==> src/rtl/axi4_modport_pkg.sv <==
// Shared constants for the AXI4 link monitor: channel indices, payload field
// widths and response encodings.
package axi4_modport_pkg;

   localparam int CH_AW  = 0;
   localparam int CH_W   = 1;
   localparam int CH_B   = 2;
   localparam int CH_AR  = 3;
   localparam int CH_R   = 4;
   localparam int NUM_CH = 5;

   // len + size + burst + cache + prot + qos + region on AW/AR
   localparam int AX_CTRL_W = 8 + 3 + 2 + 4 + 3 + 4 + 4;
   localparam int RESP_W    = 2;

   typedef enum logic [1:0] {
      RESP_OKAY   = 2'b00,
      RESP_EXOKAY = 2'b01,
      RESP_SLVERR = 2'b10,
      RESP_DECERR = 2'b11
   } axi_resp_e;

   function automatic logic any_err(input logic [NUM_CH-1:0] stable_err,
                                    input logic [NUM_CH-1:0] drop_err);
      return |{stable_err, drop_err};
   endfunction

endpackage

==> src/rtl/axi4_modport_chan_mon.sv <==
// One AXI4 channel monitor: handshake / last-beat counters plus sticky flags
// for payload changes and VALID withdrawal during a stall.
module axi4_chan_mon
   import axi4_modport_pkg::*;
#(
   parameter int PAYLOAD_WIDTH = 8,
   parameter bit HAS_LAST      = 1'b0,
   parameter int CNT_WIDTH     = 32
) (
   input  logic                     aclk_i,
   input  logic                     areset_n_i,
   input  logic                     valid_i,
   input  logic                     ready_i,
   input  logic                     last_i,
   input  logic [PAYLOAD_WIDTH-1:0] payload_i,
   output logic [CNT_WIDTH-1:0]     count_o,
   output logic [CNT_WIDTH-1:0]     last_count_o,
   output logic                     err_stable_o,
   output logic                     err_valid_drop_o
);

   localparam logic [CNT_WIDTH-1:0] CNT_ONE = CNT_WIDTH'(1);

   logic                     hs;
   logic                     last_hs;
   logic [CNT_WIDTH-1:0]     cnt_d, cnt_q;
   logic [CNT_WIDTH-1:0]     last_cnt_d, last_cnt_q;
   logic                     stall_d, stall_q;
   logic [PAYLOAD_WIDTH-1:0] snap_q;
   logic                     err_stable_d, err_stable_q;
   logic                     err_drop_d, err_drop_q;

   always_comb begin
      hs         = valid_i & ready_i;
      last_hs    = hs & last_i & HAS_LAST;
      cnt_d      = hs      ? cnt_q + CNT_ONE      : cnt_q;
      last_cnt_d = last_hs ? last_cnt_q + CNT_ONE : last_cnt_q;
      stall_d    = valid_i & ~ready_i;
      // The snapshot is only meaningful when the previous cycle was a stall.
      err_stable_d = err_stable_q | (stall_q & valid_i & (payload_i != snap_q));
      err_drop_d   = err_drop_q   | (stall_q & ~valid_i);
   end

   always_ff @(posedge aclk_i) begin
      if (!areset_n_i) begin
         cnt_q        <= '0;
         last_cnt_q   <= '0;
         stall_q      <= 1'b0;
         snap_q       <= '0;
         err_stable_q <= 1'b0;
         err_drop_q   <= 1'b0;
      end else begin
         cnt_q        <= cnt_d;
         last_cnt_q   <= last_cnt_d;
         stall_q      <= stall_d;
         snap_q       <= payload_i;
         err_stable_q <= err_stable_d;
         err_drop_q   <= err_drop_d;
      end
   end

   assign count_o          = cnt_q;
   assign last_count_o     = last_cnt_q;
   assign err_stable_o     = err_stable_q;
   assign err_valid_drop_o = err_drop_q;

endmodule

==> src/rtl/axi4_modport.sv <==
// Passive AXI4 link monitor: five channel monitors fed with concatenated
// payloads; drives nothing onto the bus.
module axi4_modport
   import axi4_modport_pkg::*;
#(
   parameter int ID_WIDTH   = 4,
   parameter int ADDR_WIDTH = 64,
   parameter int DATA_WIDTH = 64,
   parameter int STRB_WIDTH = DATA_WIDTH / 8,
   parameter int CNT_WIDTH  = 32
) (
   input  logic                  aclk,
   input  logic                  areset_n,
   // AW
   input  logic                  aw_valid,
   input  logic                  aw_ready,
   input  logic [ID_WIDTH-1:0]   aw_id,
   input  logic [ADDR_WIDTH-1:0] aw_addr,
   input  logic [7:0]            aw_len,
   input  logic [2:0]            aw_size,
   input  logic [1:0]            aw_burst,
   input  logic [3:0]            aw_cache,
   input  logic [2:0]            aw_prot,
   input  logic [3:0]            aw_qos,
   input  logic [3:0]            aw_region,
   // W
   input  logic                  w_valid,
   input  logic                  w_ready,
   input  logic                  w_last,
   input  logic [DATA_WIDTH-1:0] w_data,
   input  logic [STRB_WIDTH-1:0] w_strb,
   // B
   input  logic                  b_valid,
   input  logic                  b_ready,
   input  logic [ID_WIDTH-1:0]   b_id,
   input  logic [1:0]            b_resp,
   // AR
   input  logic                  ar_valid,
   input  logic                  ar_ready,
   input  logic [ID_WIDTH-1:0]   ar_id,
   input  logic [ADDR_WIDTH-1:0] ar_addr,
   input  logic [7:0]            ar_len,
   input  logic [2:0]            ar_size,
   input  logic [1:0]            ar_burst,
   input  logic [3:0]            ar_cache,
   input  logic [2:0]            ar_prot,
   input  logic [3:0]            ar_qos,
   input  logic [3:0]            ar_region,
   // R
   input  logic                  r_valid,
   input  logic                  r_ready,
   input  logic                  r_last,
   input  logic [ID_WIDTH-1:0]   r_id,
   input  logic [DATA_WIDTH-1:0] r_data,
   input  logic [1:0]            r_resp,
   // Status
   output logic [CNT_WIDTH-1:0]  aw_count,
   output logic [CNT_WIDTH-1:0]  ar_count,
   output logic [CNT_WIDTH-1:0]  w_count,
   output logic [CNT_WIDTH-1:0]  b_count,
   output logic [CNT_WIDTH-1:0]  r_count,
   output logic [CNT_WIDTH-1:0]  w_last_count,
   output logic [CNT_WIDTH-1:0]  r_last_count,
   output logic [NUM_CH-1:0]     err_stable,
   output logic [NUM_CH-1:0]     err_valid_drop,
   output logic                  err_any
);

   localparam int AX_PL_W = ID_WIDTH + ADDR_WIDTH + AX_CTRL_W;
   localparam int W_PL_W  = DATA_WIDTH + STRB_WIDTH + 1;
   localparam int B_PL_W  = ID_WIDTH + RESP_W;
   localparam int R_PL_W  = ID_WIDTH + DATA_WIDTH + RESP_W + 1;

   logic [AX_PL_W-1:0] aw_pl, ar_pl;
   logic [W_PL_W-1:0]  w_pl;
   logic [B_PL_W-1:0]  b_pl;
   logic [R_PL_W-1:0]  r_pl;

   // Channels without a last signal still carry a last counter; it stays 0.
   logic [CNT_WIDTH-1:0] unused_aw_last_cnt, unused_b_last_cnt, unused_ar_last_cnt;

   assign aw_pl = {aw_id, aw_addr, aw_len, aw_size, aw_burst,
                   aw_cache, aw_prot, aw_qos, aw_region};
   assign ar_pl = {ar_id, ar_addr, ar_len, ar_size, ar_burst,
                   ar_cache, ar_prot, ar_qos, ar_region};
   assign w_pl  = {w_data, w_strb, w_last};
   assign b_pl  = {b_id, b_resp};
   assign r_pl  = {r_id, r_data, r_resp, r_last};

   axi4_chan_mon #(.PAYLOAD_WIDTH(AX_PL_W), .HAS_LAST(1'b0), .CNT_WIDTH(CNT_WIDTH)) u_aw (
      .aclk_i(aclk), .areset_n_i(areset_n),
      .valid_i(aw_valid), .ready_i(aw_ready), .last_i(1'b0), .payload_i(aw_pl),
      .count_o(aw_count), .last_count_o(unused_aw_last_cnt),
      .err_stable_o(err_stable[CH_AW]), .err_valid_drop_o(err_valid_drop[CH_AW])
   );

   axi4_chan_mon #(.PAYLOAD_WIDTH(W_PL_W), .HAS_LAST(1'b1), .CNT_WIDTH(CNT_WIDTH)) u_w (
      .aclk_i(aclk), .areset_n_i(areset_n),
      .valid_i(w_valid), .ready_i(w_ready), .last_i(w_last), .payload_i(w_pl),
      .count_o(w_count), .last_count_o(w_last_count),
      .err_stable_o(err_stable[CH_W]), .err_valid_drop_o(err_valid_drop[CH_W])
   );

   axi4_chan_mon #(.PAYLOAD_WIDTH(B_PL_W), .HAS_LAST(1'b0), .CNT_WIDTH(CNT_WIDTH)) u_b (
      .aclk_i(aclk), .areset_n_i(areset_n),
      .valid_i(b_valid), .ready_i(b_ready), .last_i(1'b0), .payload_i(b_pl),
      .count_o(b_count), .last_count_o(unused_b_last_cnt),
      .err_stable_o(err_stable[CH_B]), .err_valid_drop_o(err_valid_drop[CH_B])
   );

   axi4_chan_mon #(.PAYLOAD_WIDTH(AX_PL_W), .HAS_LAST(1'b0), .CNT_WIDTH(CNT_WIDTH)) u_ar (
      .aclk_i(aclk), .areset_n_i(areset_n),
      .valid_i(ar_valid), .ready_i(ar_ready), .last_i(1'b0), .payload_i(ar_pl),
      .count_o(ar_count), .last_count_o(unused_ar_last_cnt),
      .err_stable_o(err_stable[CH_AR]), .err_valid_drop_o(err_valid_drop[CH_AR])
   );

   axi4_chan_mon #(.PAYLOAD_WIDTH(R_PL_W), .HAS_LAST(1'b1), .CNT_WIDTH(CNT_WIDTH)) u_r (
      .aclk_i(aclk), .areset_n_i(areset_n),
      .valid_i(r_valid), .ready_i(r_ready), .last_i(r_last), .payload_i(r_pl),
      .count_o(r_count), .last_count_o(r_last_count),
      .err_stable_o(err_stable[CH_R]), .err_valid_drop_o(err_valid_drop[CH_R])
   );

   assign err_any = any_err(err_stable, err_valid_drop);

endmodule

==> config.mk <==
export PLATFORM = sky130hd
export DESIGN_NAME = axi4_modport
export DESIGN_NICKNAME = d
export VERILOG_FILES = /design/src/rtl/axi4_modport_pkg.sv /design/src/rtl/axi4_modport_chan_mon.sv /design/src/rtl/axi4_modport.sv
export SDC_FILE = /design/constraint.sdc
export NUM_CORES = 1
export LEC_CHECK = 0
export ABC_CLOCK_PERIOD_IN_PS = 3100
export BUFFER_PORTS_ARGS = -buffer_cell sky130_fd_sc_hd__clkbuf_2
export CORE_AREA = 4 4 227 229
export DETAILED_ROUTE_END_ITERATION = 7
export DIE_AREA = 0 0 231 233
export GPL_TIMING_DRIVEN = 0
export PLACE_DENSITY = 0.76
export SYNTH_ARGS = -nofsm -noshare
export SYNTH_HDL_FRONTEND = slang
export SYNTH_SLANG_ARGS = --single-unit
export TNS_END_PERCENT = 30
==> constraint.sdc <==
create_clock -name aclk -period 3.1 [get_ports aclk]
set_input_delay 0.31 -clock aclk [delete_from_list [all_inputs] [get_ports aclk]]
set_output_delay 0.31 -clock aclk [all_outputs]
set_load 0.05 [all_outputs]
==> impl_metrics.csv, run 1 <==
group,metric,value,unit
status,status,"finished clean",
sta,setup_violations,0,
clocking,clkLatencyLatePin,0.63,ns
critical_path,crit_chain,"clkbuf_1 > inv_1 > clkbuf_1 > clkbuf_1 > nor3_1 > dlygate4sd3_1",
clocking,clock_path_buffers,3,
min_path,hold_start,"aw_valid",
sta,setup_tns,0,ns
critical_path,slowest_delay,0.78,ns
logic_synthesis,synth_top_family_by_area,"simple AND/OR/NAND/NOR gates",
drt,avgViaCountPerCell,5.25,
critical_path,rr_startpoint,"u_r.count_o[7]$_SDFFE_PN0P_",
critical_path,slowest_stage,"clkbuf_1",
clocking,post_cts.repair.setup_buffers,0,
critical_path,crit_type,"input pin to register",
drt,drcViolationCount,0,
clocking,cts_buffers,60,
min_path,hp-class,"input pin to register",
sta,finalHoldViolCount,0,
floorplan,die_height,233,microns
logic_synthesis,synth_largest_type_area_fraction,49.5,%
clocking,cts.sinks,581,
drt,drtIter0Drc,1144,
critical_path,required,3.59,ns
critical_path,critPathTopFamily,"buffers and inverters",
logic_synthesis,synth_top_cell_by_area,"dfxtp_1",
global_routing,grt_util_all_layers,29.3,%
placed_design,gp_congestion,0.929,
sta,period_minus_slack,2.34,ns
global_routing,grt_antenna_before_repair,19,
flow_run,drv_cap,0,
clocking,cts_tree,"yes",
logic_synthesis,syn_nets,2774,
logic_synthesis,ys_warn_count,0,
logic_synthesis,ys_ff_latch,581,
logic_synthesis,yosys-mux-area-fraction,0.128,%
logic_synthesis,synth_compound_area_share,1.90,%
floorplan,die_area,53800,sq um
critical_path,cp.arrival,2.83,ns
critical_path,r2r_slack,0.85,ns
floorplan,initial_core_util,47.3,%
sta,fmax,428,MHz
clocking,cts_root_buf,"clkbuf_16",
placed_design,place_inst,3671,
cells_and_area,fin_cells,4149,
critical_path,critPathMaxFanout,10,
placed_design,dpl_cell_area,27300,sq um
drt,wl_met3,5700,microns
logic_synthesis,synth-adder-area-share,0.373,%
critical_path,r2r-end,"u_r.count_o[26]$_SDFFE_PN0P_",
clocking,clkTransAtPathRegs,0.06,ns
clocking,cts_max_level,2,
drt,num_vias,21800,
min_path,hold_end,"u_aw.count_o[1]$_SDFFE_PN0P_",
pwr,ir_drop,0.000581,V
cells_and_area,stdcell_area,32900,sq um
logic_synthesis,synth_xor_area_share,19.6,%
logic_synthesis,synth_enable_flop_cells,0,
logic_synthesis,synth_simple_gate_area_share,26.0,%
min_path,holdPathStages,3,
drt,top_layer_used,"met4",
critical_path,start_kind,"input pin",
critical_path,crit_buf_inv,5,
drt,wl_met2,40700,microns
cells_and_area,drive_gt1_share,21.2,%
sta,rsz0062_at_grt,"false",
global_routing,grt_overflow,0,
drt,wire_per_inst,19.8,microns
clocking,cts_resized,0,
logic_synthesis,synth.most_common_cell,"dfxtp_1",
sta,tightest_slew,1.18,ns
logic_synthesis,ys_types,53,
drt,ant_nets,0,
logic_synthesis,syn_area,23500,sq um
cells_and_area,post-route-util,66.3,%
clocking,ctsHoldBuffers,346,
pwr,power_leakage,0.0141,uW
critical_path,reg2reg_depth,5,
floorplan,die_x,231,microns
sta,fin_crit_sh,75.4,%
logic_synthesis,async_reset_ff_share,0,%
drt,wl_met1,30600,microns
floorplan,core_area,49700,sq um
sta,fin_worst_skew,0.0262,ns
cells_and_area,final_nets,3768,
drt,wirelength,82300,microns
placed_design,io_buffers,586,
logic_synthesis,yosysSeqAreaShare,49.5,%
sta,slew_headroom,21.6,%
pwr,cellPowerDensity,526,nW/um^2
global_routing,grt_pass1_vias,23200,
critical_path,setup.worst_path.end_class,"register",
cells_and_area,area_growth,40.1,%
floorplan,ios,589,
drt,drt_first_pass_iters,5,
global_routing,grt_first_pass_wirelength,126000,microns
logic_synthesis,synth_area_leaders,"dfxtp_1 50%, xor2_1 14%, and2_1 9.4%",
sta,slew_violations,0,
global_routing,grt_max_degree,17,
logic_synthesis,avgSynthCellArea,9.73,sq um
logic_synthesis,netlist_instances,2413,
logic_synthesis,synthFlopType,"dfxtp_1",
logic_synthesis,synth_common_cells,"581 x dfxtp_1, 373 x xor2_1, 354 x and2_1",
placed_design,hpwl,54600,microns
cells_and_area,nFillCells,3592,
floorplan,rows,82,
critical_path,crit_top_cell,"clkbuf_1",
==> routing by layer <==
layer | vias up | track usage (%)
met5 | - | 0
met4 | 0 | 17.7
met3 | 361 | 7.08
met2 | 979 | 51.7
met1 | 10400 | 32.0
li1 | 10000 | -
==> cell type report <==
| type | instances | area (sq um) | share of cell area (%) |
|---|---|---|---|
| antenna | 20 | 50.0 | 0.152 |
| timing repair buffer | 932 | 6400 | 19.4 |
| sequential | 581 | 11600 | 35.4 |
| multi-input combinational | 1701 | 11300 | 34.3 |
| clock buffer | 79 | 1690 | 5.15 |
| clock inverter | 33 | 443 | 1.35 |
| buffer | 99 | 444 | 1.35 |
| tap | 672 | 841 | 2.56 |
| inverter | 32 | 120 | 0.365 |
==> how the worst max path moves through the flow <==
stage | startpoint | end | slack [ns] | depth (start not counted)
4_1_cts | u_aw.err_stable_o$_SDFF_PN0_ | err_any | 0.74 | 3
6_report | areset_n | u_aw.stall_q$_SDFF_PN0_ | 0.76 | 6
5_1_grt | areset_n | u_aw.stall_q$_SDFF_PN0_ | 0.62 | 6
2_1_floorplan | u_aw.count_o[3]$_SDFFE_PN0P_ | u_aw.count_o[27]$_SDFFE_PN0P_ | 0.76 | 7
3_3_place_gp | areset_n | u_w.last_count_o[24]$_SDFFE_PN0P_ | 0.56 | 5
3_5_place_dp | areset_n | u_w.last_count_o[25]$_SDFFE_PN0P_ | 0.43 | 5
==> cell families (layout without fill, tap and decap cells) <==
group	count (synthesis)	count (layout)
simple gates	1087	1087
fa+ha+maj	7	7
flops	581	581
xor+xnor	526	526
other cells	0	20
buf+inv	131	1175
compound gates	78	78
mux	3	3
==> sequential cells by signal, summed over array words and instances, names as in the netlist, 6 cells and up <==
signal / cells
u_ar.snap_q: 96
u_aw.snap_q: 96
u_w.snap_q: 73
u_r.snap_q: 71
u_ar.count_o: 32
u_aw.count_o: 32
u_b.count_o: 32
u_r.count_o: 32
u_r.last_count_o: 32
u_w.count_o: 32
u_w.last_count_o: 32
u_b.snap_q: 6
==> cells in the final DEF, fill, tap and decap left out, types with 4 or more instances in the layout <==
cell type	synthesis	routed
nor4_1	101	101
dfxtp_1	581	581
clkbuf_8	0	12
bufinv_16	0	9
buf_4	10	10
nor2_1	213	213
o21ai_0	23	23
ha_1	7	7
buf_2	4	4
xor2_1	373	373
or4_1	4	4
clkinv_2	0	15
clkbuf_2	0	586
diode_2	0	20
clkbuf_16	0	60
nand4_1	105	105
and4_1	25	25
nand3_1	81	81
buf_6	4	4
and3_1	20	20
and2_1	354	354
a21oi_1	41	41
dlygate4sd3_1	0	346
nand2_1	86	86
clkbuf_1	78	85
inv_1	32	32
nor3_1	41	41
or3_1	24	24
xnor2_1	153	153
==> power breakdown <==
part	total [uW]	internal, uW	switching (uW)
logic	1660	831	831
clock network	7770	4600	3170
registers	7870	7720	143
==> worst min-delay path, stage by stage <==
cell,delay (ns)
clkbuf_2,0.15
nand3_1,0.10
a21oi_1,0.06
==> through the flow <==
stage	setup slack, ns	power [uW]	hold WS (ns)
6_report	0.762	17300	0.0591
4_1_cts	0.745	17200	0.00573
5_1_grt	0.616	17800	0.0455
3_3_place_gp	0.561	9170	0.454
2_1_floorplan	0.759	8650	0.388
3_5_place_dp	0.428	9220	0.470
No activity file was read; power rests on OpenSTA's default activity.
==> run 2: changes to the inputs <==
--- a/config.mk
+++ b/config.mk
@@ -5,13 +5,13 @@
 export SDC_FILE = /design/constraint.sdc
 export NUM_CORES = 1
 export LEC_CHECK = 0
-export ABC_CLOCK_PERIOD_IN_PS = 3100
+export ABC_CLOCK_PERIOD_IN_PS = 2140
 export BUFFER_PORTS_ARGS = -buffer_cell sky130_fd_sc_hd__clkbuf_2
-export CORE_AREA = 4 4 227 229
+export CORE_MARGIN = 4
+export CORE_UTILIZATION = 48
 export DETAILED_ROUTE_END_ITERATION = 7
-export DIE_AREA = 0 0 231 233
 export GPL_TIMING_DRIVEN = 0
-export PLACE_DENSITY = 0.76
+export PLACE_DENSITY = 0.8
 export SYNTH_ARGS = -nofsm -noshare
 export SYNTH_HDL_FRONTEND = slang
 export SYNTH_SLANG_ARGS = --single-unit
==> constraint.sdc (replaced) <==
create_clock -name aclk -period 2.14 [get_ports aclk]
set_input_delay 0.214 -clock aclk [delete_from_list [all_inputs] [get_ports aclk]]
set_output_delay 0.214 -clock aclk [all_outputs]
set_load 0.05 [all_outputs]
==> run 2 against run 1 <==
Die area shrank 2.4%. Combinational power is 49% higher. Flip-flop and latch count did not move. First-iteration DRC count up 27%. Core utilization rose by 2.1 points. Worst setup slack lost 0.67 ns. Global-route usage rose by 1.8 points. Clock power grew 34%. Sequential share of layout area grew 0.17 points. Critical path depth decreased by 1. Clock skew decreased by 0.011 ns. Largest power group unchanged. Highest routed layer is now met5.
==> impl_metrics.csv, run 2 (same netlist as run 1, synthesis figures left out) <==
group,metric,value,unit
status,status,"finished clean",
cells_and_area,final_nets,3777,
floorplan,rows,80,
drt,avgViaCountPerCell,5.34,
min_path,hp-class,"input pin to register",
placed_design,dpl_cell_area,27200,sq um
floorplan,core_area,48000,sq um
drt,drt_first_pass_iters,5,
global_routing,grt_max_degree,16,
drt,num_vias,21900,
critical_path,start_kind,"register",
pwr,cellPowerDensity,739,nW/um^2
critical_path,cp.arrival,2.58,ns
clocking,cts_tree,"yes",
global_routing,grt_pass1_vias,23100,
clocking,clock_path_buffers,3,
cells_and_area,drive_gt1_share,22.3,%
drt,wire_per_inst,20.9,microns
drt,drtIter0Drc,1449,
critical_path,r2r_slack,0.09,ns
cells_and_area,top_regs,"u_ar.snap_q: 96 flops, u_aw.snap_q: 96 flops, u_w.snap_q: 73 flops",
pwr,ir_drop,0.000645,V
floorplan,die_x,229,microns
placed_design,hpwl,51500,microns
clocking,cts_buffers,59,
floorplan,ios,589,
critical_path,required,2.67,ns
placed_design,io_buffers,586,
cells_and_area,nFillCells,3227,
sta,fmax,488,MHz
pwr,total_power,24300,uW
placed_design,dpl_worst_slack,-0.314,ns
cells_and_area,register_area,11700,sq um
sta,whs,0.0626,ns
global_routing,grt_antenna_before_repair,21,
sta,setup_violations,0,
sta,period_minus_slack,2.05,ns
cells_and_area,stdcell_area,32900,sq um
critical_path,critPathMaxFanout,7,
cells_and_area,area_growth,39.9,%
flow_run,drv_cap,0,
sta,tightest_slew,1.03,ns
pwr,power_leakage,0.0141,uW
sta,setup_slack,0.0893,ns
cells_and_area,mostFrequentLayoutCell,"clkbuf_2",
critical_path,crit_type,"register to register",
global_routing,grt_overflow,0,
cells_and_area,layout_common_cells,"588 x clkbuf_2, 548 x dfxtp_1, 373 x xor2_1",
drt,ant_nets,0,
sta,fin_crit_sh,95.8,%
clocking,cts_max_level,2,
clocking,clkTransAtPathRegs,0.06,ns
sta,rsz0062_at_grt,"true",
cells_and_area,post-route-util,68.4,%
floorplan,initial_core_util,48.9,%
sta,fin_worst_skew,0.0150,ns
drt,drcViolationCount,0,
sta,slew_violations,0,
clocking,cts_root_buf,"clkbuf_16",
sta,slew_headroom,31.0,%
global_routing,grt_util_all_layers,31.1,%
clocking,cts.sinks,581,
global_routing,grt_first_pass_wirelength,130000,microns
critical_path,setup.worst_path.end_class,"register",
floorplan,die_area,52500,sq um
drt,wirelength,85500,microns
clocking,clkLatencyLatePin,0.61,ns
sta,finalHoldViolCount,0,
cells_and_area,multiInputGateArea,11400,sq um
placed_design,gp_congestion,0.890,
floorplan,die_height,229,microns
run 2: cell types whose count changed in the layout (fill, tap and decap cells not counted), moves of 4 or more:
cell,before,now
buf_4,10,14
bufinv_16,9,2
clkbuf_8,12,17
clkinv_2,15,9
dfxtp_1,581,548
dfxtp_2,0,33
dlygate4sd3_1,346,351
inv_6,1,5
nor4_1,101,94
nor4_2,1,5
run 2: final cells by class:
type	count	area share, %
diodes	22	0.168
clock buffers	89	5.35
plain buffers	99	1.36
repair buffers	942	19.8
flip-flops and latches	581	35.5
inverters	32	0.366
well taps	615	2.34
multi-input cells	1701	34.6
clock inverters	18	0.503
run 2: metrics by stage:
step	setup TNS, ns	cells
after CTS	0	4073
after detailed placement	-19.26	3614
after global routing	-0.0284	4095
after floorplan	-0.440	2413
final	0	4099
after global placement	-17.11	3614
run 2: timing repair:
| action | CTS | global route |
|---|---|---|
| setup endpoints to repair | 22 | 44 |
| setup buffers | 1 | 4 |
| hold endpoints to repair | 361 | 0 |
| resized for setup | 7 | 13 |
| hold buffers | 351 | 0 |
| pin swaps | 2 | 4 |
run 2: per-layer routing:
| layer | part of all wire (%) | track usage (%) |
|---|---|---|
| met5 | 0.022 | 0 |
| met4 | 7.4 | 20.8 |
| met3 | 7.8 | 7.75 |
| met2 | 49 | 53.7 |
| met1 | 36 | 33.8 |
run 2: where the power goes:
part | leakage, uW | internal, uW | switching, uW
logic | 0.00832 | 1220 | 1250
clock network | 0.000955 | 5910 | 4490
registers | 0.00479 | 11200 | 229
total | 0.0141 | 18300 | 5960
run 2: worst max-delay path, cell delays in order, from the launching register on:
cell	delay (ns)
dfxtp_1	0.42
and4_1	0.31
and4_1	0.37
nand3_2	0.20
or4_1	0.50
a21oi_1	0.16
run 2: path summary, 6_finish.rpt:
kind                                          start                                end  cells after the start
setup / recovery  u_w.last_count_o[12]$_SDFFE_PN0P_  u_w.last_count_o[27]$_SDFFE_PN0P_                      5
hold / removal                              r_valid    u_r.err_valid_drop_o$_SDFF_PN0_                      4
setup reg to reg  u_w.last_count_o[12]$_SDFFE_PN0P_  u_w.last_count_o[27]$_SDFFE_PN0P_                      5
hold reg to reg       u_aw.count_o[31]$_SDFFE_PN0P_      u_aw.count_o[31]$_SDFFE_PN0P_                      2
